## src/rtl/clk_div_bank.sv

```systemverilog
// rtl/clk_div_bank.sv - multi-channel glitch-free programmable clock divider
// Divisor writes are double-buffered per channel and only land at a period boundary.
module clk_div_bank #(
  parameter int NUM_CH      = 4,
  parameter int CNT_W       = 10,
  parameter int DEFAULT_DIV = 2,
  localparam int CH_W       = (NUM_CH > 1) ? $clog2(NUM_CH) : 1
) (
  input  logic              clk_i,
  input  logic              rst_i,
  input  logic [NUM_CH-1:0] en_i,
  input  logic              sync_i,
  input  logic              cfg_valid_i,
  input  logic [CH_W-1:0]   cfg_chan_i,
  input  logic [CNT_W-1:0]  cfg_div_i,
  output logic              cfg_ready_o,
  output logic [NUM_CH-1:0] clk_o,
  output logic [NUM_CH-1:0] tick_o
);

  typedef enum logic {IDLE, RUN} state_e;

  logic [NUM_CH-1:0] pend_vec;

  // Out-of-range channel selects stay ready so the write is simply dropped.
  always_comb begin
    cfg_ready_o = 1'b1;
    for (int i = 0; i < NUM_CH; i++) begin
      if (cfg_chan_i == CH_W'(i)) cfg_ready_o = ~pend_vec[i];
    end
  end

  for (genvar g = 0; g < NUM_CH; g++) begin : g_ch
    state_e           state_q, state_d;
    logic [CNT_W-1:0] div_q, div_d;
    logic [CNT_W-1:0] pdiv_q, pdiv_d;
    logic [CNT_W-1:0] cnt_q, cnt_d;
    logic             pend_q, pend_d;
    logic             clk_q, clk_d;
    logic             tick_q, tick_d;
    logic [CNT_W-1:0] eff_div;
    logic [CNT_W:0]   half, cnt_nxt, last;
    logic             wr, apply, start, stop;

    assign wr      = cfg_valid_i && (cfg_chan_i == CH_W'(g)) && !pend_q;
    assign eff_div = pend_q ? pdiv_q : div_q;
    // One extra bit keeps H and D-1 exact at the top of the divisor range.
    assign half    = ({1'b0, div_q} + (CNT_W+1)'(1)) >> 1;
    assign cnt_nxt = {1'b0, cnt_q} + (CNT_W+1)'(1);
    assign last    = {1'b0, div_q} - (CNT_W+1)'(1);

    always_comb begin
      state_d = state_q;
      div_d   = div_q;
      pdiv_d  = pdiv_q;
      pend_d  = pend_q;
      cnt_d   = cnt_q;
      clk_d   = clk_q;
      tick_d  = tick_q;
      apply   = 1'b0;
      start   = 1'b0;
      stop    = 1'b0;

      if (sync_i) begin
        if (en_i[g]) begin
          apply = 1'b1;
          start = (eff_div != '0);
          stop  = (eff_div == '0);
        end else begin
          stop = 1'b1;
        end
      end else if (state_q == IDLE || {1'b0, cnt_q} == last) begin
        apply = 1'b1;
        start = en_i[g] && (eff_div != '0);
        stop  = !start;
      end else begin
        cnt_d  = cnt_nxt[CNT_W-1:0];
        clk_d  = (cnt_nxt < half);
        tick_d = (cnt_nxt == last);
      end

      if (apply) begin
        div_d  = eff_div;
        pend_d = 1'b0;
      end
      if (start) begin
        state_d = RUN;
        cnt_d   = '0;
        clk_d   = 1'b1;
        tick_d  = (eff_div == CNT_W'(1));
      end
      if (stop) begin
        state_d = IDLE;
        cnt_d   = '0;
        clk_d   = 1'b0;
        tick_d  = 1'b0;
      end
      // A write can only be accepted while nothing is pending, so it never races an apply.
      if (wr) begin
        pend_d = 1'b1;
        pdiv_d = cfg_div_i;
      end
    end

    always_ff @(posedge clk_i or negedge rst_i) begin
      if (!rst_i) begin
        state_q <= IDLE;
        div_q   <= CNT_W'(DEFAULT_DIV);
        pdiv_q  <= '0;
        pend_q  <= 1'b0;
        cnt_q   <= '0;
        clk_q   <= 1'b0;
        tick_q  <= 1'b0;
      end else begin
        state_q <= state_d;
        div_q   <= div_d;
        pdiv_q  <= pdiv_d;
        pend_q  <= pend_d;
        cnt_q   <= cnt_d;
        clk_q   <= clk_d;
        tick_q  <= tick_d;
      end
    end

    assign clk_o[g]    = clk_q;
    assign tick_o[g]   = tick_q;
    assign pend_vec[g] = pend_q;
  end

endmodule

```

## config.mk

```make
export PLATFORM = sky130hd
export DESIGN_NAME = clk_div_bank
export DESIGN_NICKNAME = d
export VERILOG_FILES = /design/src/rtl/clk_div_bank.sv
export SDC_FILE = /design/constraint.sdc
export NUM_CORES = 1
export LEC_CHECK = 0
export CORE_MARGIN = 1
export CORE_UTILIZATION = 35
export CTS_CLUSTER_DIAMETER = 40
export DETAILED_ROUTE_END_ITERATION = 6
export GPL_ROUTABILITY_DRIVEN = 0
export PLACE_DENSITY = 0.53
export SLEW_MARGIN = 20
export SYNTH_ARGS = -nofsm -noshare
export SYNTH_HDL_FRONTEND = slang
export SYNTH_SLANG_ARGS = --single-unit
```

## constraint.sdc

```tcl
create_clock -name clk_i -period 3.1 [get_ports clk_i]
set_input_delay 0.465 -clock clk_i [delete_from_list [all_inputs] [get_ports clk_i]]
set_output_delay 0.465 -clock clk_i [all_outputs]
set_load 0.03 [all_outputs]
```

==> flow_metrics.env <==
export IMPL_postPlaceCellArea_mm2=0.0102
export IMPL_fin_crit_sh_pct=94.2
export IMPL_worstPathArrival_ns=3.22
export IMPL_synth_edf_count=0
export IMPL_status="finished, final reports clean"
export IMPL_antenna_left=0
export IMPL_rsz0062_at_grt="no"
export IMPL_cap_violations=0
export IMPL_clockBufferDepth=2
export IMPL_crit_type="reg -> reg"
export IMPL_first_pass_iters=4
export IMPL_setup_viol=0
export IMPL_synth_top_area_share_pct=35.5
export IMPL_slowest_stage="or4_1"
export IMPL_antenna_found_initial=0
export IMPL_cts_root_buf="clkbuf_16"
export IMPL_final_nets=1038
export IMPL_drt_met1_wl_um=11200
export IMPL_synth_top_area_cell="dfrtp_1"
export IMPL_die_area_mm2=0.0272
export IMPL_numCtsBuffers=17
export IMPL_crit_buf_inv=1
export IMPL_netlist_area_mm2=0.00930
export IMPL_drive_above_1_share_pct=19.7
export IMPL_cts_post_setup_buffers_inserted=0
export IMPL_start_kind="register"
export IMPL_grt_max_degree=53
export IMPL_numPortBuffers=28
export IMPL_fmax_mhz=343
export IMPL_hold_viol_final=0
export IMPL_max_slew_worst_pin_slew_ns=0.572
export IMPL_syn2layout_area_growth_pct=17.1
export IMPL_grtUsageTotal_pct=17.6
export IMPL_wl_um=22100
export IMPL_cp_top_family="simple AND/OR/NAND/NOR gates"
export IMPL_clock_skew_final_ns=0.00882
export IMPL_synth_area_top_cells="dfrtp_1, mux2_2, xnor2_1"
export IMPL_hold_path_class="reg -> reg"
export IMPL_slew_violations=0
export IMPL_drc_errors=0
export IMPL_synth_warnings=0
export IMPL_leakage_nw=4.77
export IMPL_ys_types=64
export IMPL_post_route_util_pct=41.8
export IMPL_grt_pass1_vias=6731
export IMPL_ys_top_cells_by_count="dfrtp_1, xnor2_1, mux2_2"
export IMPL_syn_inst=923
export IMPL_ios=29
export IMPL_crit_required_ns=3.40
export IMPL_diodes=0
export IMPL_path_clk_slew_ns=0.06
export IMPL_wl_met3_um=375
export IMPL_start_util_pct=35.7
export IMPL_cts_sinks=136
export IMPL_synth_most_common_cell="dfrtp_1"
export IMPL_synthFlopType="dfrtp_1"
export IMPL_route_met2_wl_um=10400
export IMPL_postSynthNetCount=991
export IMPL_async_flop_share_pct=100
export IMPL_ys_ff_latch=136
export IMPL_peakVddDrop_uv=404
export IMPL_seq_area_frac_synth_pct=36.7
export IMPL_wl_per_cell_um=16.8
export IMPL_p_per_area_mw_per_mm2=822
export IMPL_slew_headroom_pct=61.7
export IMPL_p_total_w=0.00895
export IMPL_grt_first_pass_wirelength_um=36900
export IMPL_cts_tree="yes"
export IMPL_die_h_um=165
export IMPL_clock_latency_ns=0.42
export IMPL_num_vias=6681
export IMPL_core_area_mm2=0.0261
export IMPL_drt_vias_per_instance=5.07
export IMPL_hpwl_um=16500
export IMPL_rows=59
export IMPL_top_layer="met4"
export IMPL_critPathMaxStageDelay_ns=0.64
export IMPL_crit_path_end_kind="register"
export IMPL_dr_first_iter_drc_count=308
export IMPL_syn_area_per_cell_um2=10.1
export IMPL_timing_setup_tns_ns=0
export IMPL_die_w_um=165
export IMPL_htreeDepth=4
export IMPL_path_cells="or4_1, nor4_1, xnor2_1, nand4_1, o311ai_4, and3_1, buf_12, mux2_2"
export IMPL_post_route_min_period_ns=2.92
export IMPL_cp_max_fo=10
export IMPL_final_area_mm2=0.0109
export IMPL_overflow=0
-- through the flow --
step / setup WS (ns) / hold WS, ns / instances
after floorplan: 0.0262 / 0.169 / 923
after global placement: 0.136 / 0.448 / 1285
after detailed placement: 0.0548 / 0.448 / 1285
after CTS: 0.0761 / 0.535 / 1318
after global routing: 0.00565 / 0.557 / 1318
final: 0.180 / 0.530 / 1318
-- path summary, 6_finish.rpt --
kind                              startpoint          endpoint  slack, ns  cells past startpoint
max reg2reg                 g_ch[1].div_q[2]  g_ch[1].div_q[4]       0.18                      8
min                        g_ch[3].pdiv_q[1]  g_ch[3].div_q[1]       0.53                      1
min reg2reg                g_ch[3].pdiv_q[1]  g_ch[3].div_q[1]       0.53                      1
max                         g_ch[1].div_q[2]  g_ch[1].div_q[4]       0.18                      8
min in group asynchronous              rst_i  g_ch[2].cnt_q[0]       0.55                      2
max in group asynchronous              rst_i  g_ch[0].div_q[1]       1.75                      3
-- cell families (layout without fill, tap and decap cells) --
| group | count (synthesis) | count (layout) | share of synthesized area [%] |
|---|---|---|---|
| muxes | 92 | 92 | 11.5 |
| DFF | 136 | 136 | 36.7 |
| and+or+nand+nor | 296 | 296 | 16.9 |
| adders and majority gates | 48 | 48 | 6.46 |
| AOI/OAI and AO/OA | 87 | 87 | 7.07 |
| xor gates and xnor gates | 167 | 167 | 16.9 |
| buffers and inverters | 97 | 157 | 4.48 |
-- layer usage --
layer,global-route usage [%],vias up
met5,0,-
met4,4.63,0
met3,2.13,14
met2,28.2,67
met1,25.1,3284
li1,-,3316
-- what timing repair did --
item | 4_1_cts | 5_1_grt
setup endpoints to repair | 9 | 30
endpoints found under the hold margin | 6 | 0
pin swaps | 0 | 2
hold buffers | 1 | 0
resized for setup | 1 | 6
-- state kept, by name, indices dropped and copies added, names as in the netlist --
| signal | cells |
|---|---|
| g_ch.clk_q | 4 |
| g_ch.pdiv_q | 40 |
| g_ch.cnt_q | 40 |
| g_ch.tick_q | 4 |
| g_ch.state_q | 4 |
| g_ch.div_q | 40 |
| g_ch.pend_q | 4 |
-- layout make-up --
type                    instances  area, um^2
well taps                     335         419
clock buffers                  17         425
flip-flops and latches        136        3410
repair buffers                 84         754
fillers                      2554       15200
multi-input cells             690        5530
clock inverters                15         190
inverters                      41         154
-- power breakdown --
part           switching (W)  total [W]  internal [W]  leakage [nW]
logic                0.00198    0.00404       0.00206          2.77
registers           0.000548    0.00276       0.00221          1.70
clock network       0.000863    0.00215       0.00129         0.304
total                0.00339    0.00895       0.00556          4.77
-- cell usage in the layout (no fill, tap or decap), types with 9 or more instances in the layout --
master	Yosys	final
xor2_1	68	67
buf_4	8	51
dfrtp_1	132	132
nand3_1	47	47
mux2i_1	9	9
nor4_1	14	13
nor3_1	17	16
inv_1	41	41
a21oi_1	10	10
xnor2_1	91	91
clkdlybuf4s50_1	0	27
mux2_4	10	10
and3_1	16	16
ha_1	48	48
nand2_1	55	55
nor2b_1	18	18
clkbuf_16	0	17
o21ai_0	14	14
nor2_1	64	64
a21o_1	9	9
mux2_2	72	72
nand4_1	16	16
(Power assumes the default switching activity.)
